===== src/rtl/p4_parte1_mem_pkg.sv =====
// Shared definitions for the memory tester: controller state encoding,
// data width, default geometry and the LFSR feedback constant.
package p4_parte1_mem_pkg;

  localparam int unsigned DATA_W        = 16;
  localparam int unsigned DEFAULT_DEPTH = 512;
  localparam int unsigned DEFAULT_AW    = 9;

  // Galois feedback taps used when MEM_TESTER_LFSR_EN is defined.
  localparam logic [DATA_W-1:0] LFSR_TAPS = 16'hB400;

  typedef enum logic [2:0] {
    StIdle,
    StWrite,
    StReadReq,
    StReadWait,
    StDone
  } state_e;

  // Increment that sticks at all-ones instead of wrapping.
  function automatic logic [DATA_W-1:0] sat_inc(input logic [DATA_W-1:0] value);
    return (value == '1) ? value : value + DATA_W'(1);
  endfunction

endpackage


===== src/rtl/p4_parte1_mem_tester_if.sv =====
// Avalon-MM master bus between the memory tester and the memory under test.
//   master : avm_address, avm_byteenable, avm_write, avm_read, avm_writedata out;
//            avm_waitrequest, avm_readdata, avm_readdatavalid in
//   slave  : the mirror image
// AW is the word-address width; the byte address is AW+1 bits wide.
interface p4_parte1_mem_tester_if #(
  parameter int unsigned AW = 9
) ();
  import p4_parte1_mem_pkg::*;

  logic [AW:0]       avm_address;
  logic [1:0]        avm_byteenable;
  logic              avm_write;
  logic              avm_read;
  logic [DATA_W-1:0] avm_writedata;
  logic              avm_waitrequest;
  logic [DATA_W-1:0] avm_readdata;
  logic              avm_readdatavalid;

  modport master (
    output avm_address, avm_byteenable, avm_write, avm_read, avm_writedata,
    input  avm_waitrequest, avm_readdata, avm_readdatavalid
  );

  modport slave (
    input  avm_address, avm_byteenable, avm_write, avm_read, avm_writedata,
    output avm_waitrequest, avm_readdata, avm_readdatavalid
  );

endinterface


===== src/rtl/p4_parte1_pattern_gen.sv =====
// Test pattern generator shared by the fill and verify phases.
//   clk, reset_n : clock, asynchronous active-low reset (word clears to 0)
//   load         : restart the sequence at load_value
//   load_value   : seed for the sequence
//   step         : advance to the next word (load has priority)
//   word         : current pattern word (registered)
// Build option: MEM_TESTER_LFSR_EN selects a 16-bit Galois LFSR (a zero seed is
// replaced by 1); otherwise the pattern increments by one per word.
module p4_parte1_pattern_gen
  import p4_parte1_mem_pkg::*;
(
  input  logic              clk,
  input  logic              reset_n,
  input  logic              load,
  input  logic [DATA_W-1:0] load_value,
  input  logic              step,
  output logic [DATA_W-1:0] word
);

  logic [DATA_W-1:0] word_q, word_d;

`ifdef MEM_TESTER_LFSR_EN
  logic [DATA_W-1:0] seed_eff;

  // An all-zero LFSR state would lock up.
  assign seed_eff = (load_value == '0) ? DATA_W'(1) : load_value;

  always_comb begin
    word_d = word_q;
    if (load) begin
      word_d = seed_eff;
    end else if (step) begin
      word_d = (word_q >> 1) ^ (word_q[0] ? LFSR_TAPS : '0);
    end
  end
`else
  always_comb begin
    word_d = word_q;
    if (load) begin
      word_d = load_value;
    end else if (step) begin
      word_d = word_q + DATA_W'(1);
    end
  end
`endif

  always_ff @(posedge clk or negedge reset_n) begin
    if (!reset_n) begin
      word_q <= '0;
    end else begin
      word_q <= word_d;
    end
  end

  assign word = word_q;

endmodule


===== src/rtl/p4_parte1_mem_tester.sv =====
// Memory tester: fills DEPTH 16-bit words over an Avalon-MM master with a
// seeded pattern, reads them back one at a time and counts mismatches.
//   clk, reset_n   : clock, asynchronous active-low reset
//   start, seed    : one-cycle start pulse (accepted only when idle), pattern seed
//   avm            : Avalon-MM master bus (p4_parte1_mem_tester_if.master)
//   busy, done     : pass in progress, one-cycle end-of-pass pulse
//   pass           : last pass had zero mismatches (held until next start)
//   err_count      : saturating mismatch count
//   first_err_addr : word address of the first mismatch, 0 if none
// Build option: MEM_TESTER_LFSR_EN (see p4_parte1_pattern_gen).
module p4_parte1_mem_tester
  import p4_parte1_mem_pkg::*;
#(
  parameter int unsigned       DEPTH = DEFAULT_DEPTH,
  parameter int unsigned       AW    = DEFAULT_AW,
  parameter logic [DATA_W-1:0] SEED  = 16'h0001
) (
  input  logic                  clk,
  input  logic                  reset_n,
  input  logic                  start,
  input  logic [DATA_W-1:0]     seed,
  p4_parte1_mem_tester_if.master avm,
  output logic                  busy,
  output logic                  done,
  output logic                  pass,
  output logic [DATA_W-1:0]     err_count,
  output logic [AW-1:0]         first_err_addr
);

  localparam logic [AW-1:0] LastIdx = AW'(DEPTH - 1);

  state_e            state_q;
  logic [AW-1:0]     index_q;
  logic [DATA_W-1:0] seed_q;
  logic [DATA_W-1:0] err_q;
  logic [AW-1:0]     first_q;
  logic              wr_q, rd_q, busy_q, done_q, pass_q;

  logic              last, wr_accept, rd_accept, rd_valid, mismatch;
  logic [DATA_W-1:0] err_next;
  logic              gen_load, gen_step;
  logic [DATA_W-1:0] gen_load_value, pattern;

  p4_parte1_pattern_gen u_pattern_gen (
    .clk        (clk),
    .reset_n    (reset_n),
    .load       (gen_load),
    .load_value (gen_load_value),
    .step       (gen_step),
    .word       (pattern)
  );

  always_comb begin
    last      = (index_q == LastIdx);
    wr_accept = (state_q == StWrite) && !avm.avm_waitrequest;
    rd_accept = (state_q == StReadReq) && !avm.avm_waitrequest;
    // Data may arrive in the same cycle the read is accepted.
    rd_valid  = avm.avm_readdatavalid && (rd_accept || (state_q == StReadWait));
    mismatch  = rd_valid && (avm.avm_readdata != pattern);
    err_next  = mismatch ? sat_inc(err_q) : err_q;
    // Restart the generator on start and again for the verify phase.
    gen_load       = ((state_q == StIdle) && start) || (wr_accept && last);
    gen_load_value = (state_q == StIdle) ? seed : seed_q;
    gen_step       = (wr_accept || rd_valid) && !last;
  end

  always_ff @(posedge clk or negedge reset_n) begin
    if (!reset_n) begin
      state_q <= StIdle;
      index_q <= '0;
      seed_q  <= SEED;
      err_q   <= '0;
      first_q <= '0;
      wr_q    <= 1'b0;
      rd_q    <= 1'b0;
      busy_q  <= 1'b0;
      done_q  <= 1'b0;
      pass_q  <= 1'b0;
    end else begin
      done_q <= 1'b0;
      unique case (state_q)
        StIdle: begin
          if (start) begin
            seed_q  <= seed;
            err_q   <= '0;
            first_q <= '0;
            pass_q  <= 1'b0;
            index_q <= '0;
            busy_q  <= 1'b1;
            wr_q    <= 1'b1;
            state_q <= StWrite;
          end
        end
        StWrite: begin
          if (wr_accept) begin
            if (last) begin
              index_q <= '0;
              wr_q    <= 1'b0;
              rd_q    <= 1'b1;
              state_q <= StReadReq;
            end else begin
              index_q <= index_q + AW'(1);
            end
          end
        end
        StReadReq, StReadWait: begin
          if (rd_valid) begin
            err_q <= err_next;
            if (mismatch && (err_q == '0)) begin
              first_q <= index_q;
            end
            if (last) begin
              rd_q    <= 1'b0;
              busy_q  <= 1'b0;
              done_q  <= 1'b1;
              pass_q  <= (err_next == '0);
              state_q <= StDone;
            end else begin
              index_q <= index_q + AW'(1);
              rd_q    <= 1'b1;
              state_q <= StReadReq;
            end
          end else if (rd_accept) begin
            rd_q    <= 1'b0;
            state_q <= StReadWait;
          end
        end
        StDone: begin
          state_q <= StIdle;
        end
        default: begin
          state_q <= StIdle;
        end
      endcase
    end
  end

  assign avm.avm_address    = {index_q, 1'b0};
  assign avm.avm_byteenable = 2'b11;
  assign avm.avm_write      = wr_q;
  assign avm.avm_read       = rd_q;
  assign avm.avm_writedata  = pattern;

  assign busy           = busy_q;
  assign done           = done_q;
  assign pass           = pass_q;
  assign err_count      = err_q;
  assign first_err_addr = first_q;

endmodule


===== src/flat_wrapper.sv =====
// flat-port wrapper written by rule: the top's interface ports become plain ports
module p4_parte1_mem_tester_flat import p4_parte1_mem_pkg::*;
#(
  parameter int unsigned       DEPTH = DEFAULT_DEPTH,
  parameter int unsigned       AW    = DEFAULT_AW,
  parameter logic [DATA_W-1:0] SEED  = 16'h0001
)
  (clk, reset_n, start, seed, busy, done, pass, err_count, first_err_addr, avm_avm_address, avm_avm_byteenable, avm_avm_write, avm_avm_read, avm_avm_writedata, avm_avm_waitrequest, avm_avm_readdata, avm_avm_readdatavalid);
  p4_parte1_mem_tester_if #(.AW(AW)) avm_i ();
  input  logic clk;
  input  logic reset_n;
  input  logic start;
  input  logic [DATA_W-1:0] seed;
  output logic busy;
  output logic done;
  output logic pass;
  output logic [DATA_W-1:0] err_count;
  output logic [AW-1:0] first_err_addr;
  output wire logic [$bits(avm_i.avm_address)-1:0] avm_avm_address;
  output wire logic [$bits(avm_i.avm_byteenable)-1:0] avm_avm_byteenable;
  output wire logic [$bits(avm_i.avm_write)-1:0] avm_avm_write;
  output wire logic [$bits(avm_i.avm_read)-1:0] avm_avm_read;
  output wire logic [$bits(avm_i.avm_writedata)-1:0] avm_avm_writedata;
  input wire logic [$bits(avm_i.avm_waitrequest)-1:0] avm_avm_waitrequest;
  input wire logic [$bits(avm_i.avm_readdata)-1:0] avm_avm_readdata;
  input wire logic [$bits(avm_i.avm_readdatavalid)-1:0] avm_avm_readdatavalid;
  assign avm_avm_address = avm_i.avm_address;
  assign avm_avm_byteenable = avm_i.avm_byteenable;
  assign avm_avm_write = avm_i.avm_write;
  assign avm_avm_read = avm_i.avm_read;
  assign avm_avm_writedata = avm_i.avm_writedata;
  assign avm_i.avm_waitrequest = avm_avm_waitrequest;
  assign avm_i.avm_readdata = avm_avm_readdata;
  assign avm_i.avm_readdatavalid = avm_avm_readdatavalid;
  p4_parte1_mem_tester #(.DEPTH(DEPTH), .AW(AW), .SEED(SEED)) u_core (.clk(clk), .reset_n(reset_n), .start(start), .seed(seed), .avm(avm_i), .busy(busy), .done(done), .pass(pass), .err_count(err_count), .first_err_addr(first_err_addr));
endmodule

===== config.mk =====
export PLATFORM = sky130hd
export DESIGN_NAME = p4_parte1_mem_tester_flat
export DESIGN_NICKNAME = d
export VERILOG_FILES = /design/src/rtl/p4_parte1_mem_pkg.sv /design/src/rtl/p4_parte1_mem_tester_if.sv /design/src/rtl/p4_parte1_pattern_gen.sv /design/src/rtl/p4_parte1_mem_tester.sv /design/src/flat_wrapper.sv
export SDC_FILE = /design/constraint.sdc
export NUM_CORES = 1
export LEC_CHECK = 0
export CAP_MARGIN = 15
export CORE_ASPECT_RATIO = 2
export CORE_MARGIN = 2
export CORE_UTILIZATION = 29
export DETAILED_ROUTE_END_ITERATION = 7
export GPL_TIMING_DRIVEN = 1
export HOLD_SLACK_MARGIN = 0.1
export PLACE_DENSITY = 0.56
export REMOVE_ABC_BUFFERS = 1
export SLEW_MARGIN = 20
export SYNTH_ARGS = -nofsm -noshare
export SYNTH_HDL_FRONTEND = slang
export SYNTH_SLANG_ARGS = --single-unit

===== constraint.sdc =====
create_clock -name clk -period 2.38 [get_ports clk]
set_input_delay 0.476 -clock clk [delete_from_list [all_inputs] [get_ports clk]]
set_output_delay 0.476 -clock clk [all_outputs]
set_load 0.005 [all_outputs]

==> reports/qor.txt <==
Status: finished, violations left
Violated checks: negative setup slack
Gp weighted congestion: 0.884
Via density: 5.13
Worst-path clk slew: 70 ps
Die Span Y: 178 um
Yosys reg bits: 74
Initial antenna violation count: 2
Max VDD drop: 0.399 mV
CP Capture Type: flip-flop
EDFF count, synth: 0
Global-route wire length before repair: 24,800 um
Largest net degree at the start of global routing: 39
Area Growth Syn to Fin: 55.4%
Synth async-reset ratio: 100%
Fin util: 45.8%
Combinational share of power: 49.2%
Reg power frac: 28.2%
Clk pwr share: 22.6%
Critical path class: flip-flop to flip-flop
Final setup fails: 10
Drt total wl: 15,700 um
HPWL Detailed: 11,500 um
WP data required: 2650 ps
Fmax: 410 MHz
Layout Nets: 741
GRT Total Usage: 19.6%
Final Max Slew Viols: 0
Deepest clock path buffer count: 2
Layout cells sized above 1: 26.3%
DR pass1 iterations: 5
Iteration-0 DRC Markers: 190
CTS Sinks: 74
Hold buffer count at CTS: 0
Net Sw Frac: 37.7%
Net Sw Power: 2.33 mW
Worst Hold Class: primary input to async pin
Worst Skew: 9.34 ps
Final hold viol count: 0
Leak Pwr: 3.03 nW
Core ar.: 14,800 sq um
Seq/Total Area, Yosys: 42.4%
Total internal power: 3.84 mW
Filler Cells Inserted: 1,524
P per Cell Area: 909 nW/um^2
CP Launch Type: flip-flop
Synthesis Warnings: 0
Most used DFF post-synth: dfrtp_1
Vias in the first global route: 4,809
WL/cell: 17.4 um
Worst setup margin: -61.5 ps
Commonest non-fill, non-tap cells in the layout: 113 x nand2_1, 98 x buf_4, 81 x clkdlybuf4s50_1, 73 x dfrtp_1, 34 x nor2_1
Global route overflow: 0
DP Area: 6120 sq um
MaxCap Viol Count: 0
Die Span X: 90.8 um
Final setup TNS: -370 ps
Total CTS buffers: 9
Fin crit share: 103%
Final instance area: 6790 sq um
Io pins: 95
CTS H-tree lvls: 3
Mapped Cells: 526
Synth unique cells: 55
WP data arrival: 2720 ps
RSZ-0062 raised after global routing: yes
Max FO, Critical Path: 8
Rows: 63
Clock Latency Late Sink: 340 ps
Vias: 4,621
Final ANT Viol Nets: 0
PnR Total Power: 6.17 mW
CTS tree: built
DRC Markers: 0
Slew HR: 61.6%
Minimum clock period: 2440 ps
Worst-Margin Slew: 576 ps
Initial Utilization: 29.5%
Die ar.: 16,100 sq um
Port-buffer cells: 91
Commonest non-fill, non-tap cell in the layout: nand2_1
Clock root cell: clkbuf_16
Cell Area, Synth: 4370 sq um
Syn avg cell area: 8.31 sq um
==> cell type report <==
cell class              count  area (sq um)  share of cell area [%]
clock buffers              10           229                    3.37
well taps                 195           244                    3.59
clock inverters             6          67.6                   0.995
multi-input cells         405          2550                    37.5
inverters                   9          36.3                   0.534
repair buffers            200          1810                    26.6
flip-flops and latches     74          1850                    27.3
diodes                      2          5.00                  0.0737
==> cells in the mapped netlist (3+ instances only) <==
master | count | area (sq um)
nand2_1 | 116 | 435
dfrtp_1 | 73 | 1830
nor2_1 | 43 | 161
a21oi_1 | 38 | 190
o21ai_0 | 29 | 145
nand3_1 | 27 | 135
clkbuf_1 | 24 | 90.1
xor2_1 | 17 | 149
and3_1 | 12 | 75.1
mux2i_1 | 12 | 120
nand4_1 | 12 | 75.1
a22o_1 | 10 | 87.6
inv_1 | 9 | 33.8
buf_2 | 8 | 40.0
a31oi_1 | 6 | 37.5
nor4_1 | 6 | 37.5
ha_1 | 5 | 62.6
o31ai_1 | 5 | 37.5
or3_1 | 5 | 31.3
a311oi_1 | 4 | 35.0
a32oi_1 | 4 | 35.0
nand2b_1 | 4 | 25.0
nor3_1 | 4 | 20.0
nor4_2 | 4 | 50.1
o22a_1 | 4 | 35.0
xnor2_1 | 4 | 35.0
a211o_1 | 3 | 26.3
buf_4 | 3 | 22.5
==> state kept, by name, summed over array words and instances, names as in the netlist <==
register                   cells
u_core.done                    1
u_core.first_err_addr          9
u_core.avm.avm_read            1
u_core.pass                    1
u_core.avm.avm_write           1
u_core.err_count              16
u_core.seed_q                 16
u_core.state_q                 3
u_core.busy                    1
u_core.index_q                 9
u_core.u_pattern_gen.word     16
==> cell families (layout without fill, tap and decap cells) <==
family | Yosys count | after routing | synth area share [%]
simple gates | 247 | 247 | 26.5
fa+ha+maj | 5 | 5 | 1.43
other cells | 2 | 5 | 0.172
buf+inv | 48 | 225 | 4.98
mux | 14 | 14 | 3.26
compound gates | 115 | 115 | 17.1
xor+xnor | 21 | 21 | 4.21
flops | 74 | 74 | 42.4
==> critical path, stage by stage (launching register included) <==
cell,delay [ps]
dfrtp_1,390
ha_2,190
and3_4,150
and3_4,180
and3_4,180
ha_4,170
inv_4,60
a31oi_4,80
or3_4,430
buf_12,170
buf_8,120
a21oi_2,90
o22a_1,140
==> worst paths after layout <==
kind / startpoint / to / slack, ps / cells after the start
setup reg to reg: u_core.index_q[1] / u_core.u_pattern_gen.word[7] / -60 / 12
hold / removal: reset_n / u_core.err_count[1] / 130 / 1
max in group asynchronous: reset_n / u_core.seed_q[0] / 1610 / 2
min in group clk: u_core.seed_q[0] / u_core.seed_q[0] / 470 / 2
setup / recovery: u_core.index_q[1] / u_core.u_pattern_gen.word[7] / -60 / 12
hold reg to reg: u_core.seed_q[0] / u_core.seed_q[0] / 470 / 2
==> per-layer routing <==
layer  track usage (%)  up-vias  routed length [um]
li1                  -     2192                   -
met3              3.44       34                 577
met4              10.2        0                 659
met1              19.7     2263                5620
met2              38.1      132                8860
met5                 0        -                   0
==> metrics by stage <==
| stage | hold slack (ps) | setup WS, ps | instances |
|---|---|---|---|
| detailed placement | 458 | -489 | 871 |
| floorplan | 180 | -596 | 488 |
| finish | 127 | -61.5 | 901 |
| global placement | 449 | -470 | 871 |
| global route | 152 | -140 | 901 |
| CTS | 140 | -75.0 | 892 |
==> power by group through the flow <==
stage               clock, mW  combinational (mW)  sequential, mW
floorplan                   0                1.10            1.85
global placement            0                2.51            1.75
detailed placement          0                2.57            1.76
CTS                      1.42                2.78            1.74
global route             1.48                3.32            1.77
finish                   1.39                3.04            1.74
==> repair_timing <==
item / in CTS / in global routing
resized for setup: 43 / 40
pin swaps: 27 / 9
setup buffers: 4 / 8
setup endpoints to repair: 29 / 27
cloned: 1 / 0
Note: power is estimated with default switching activity, not from simulation.
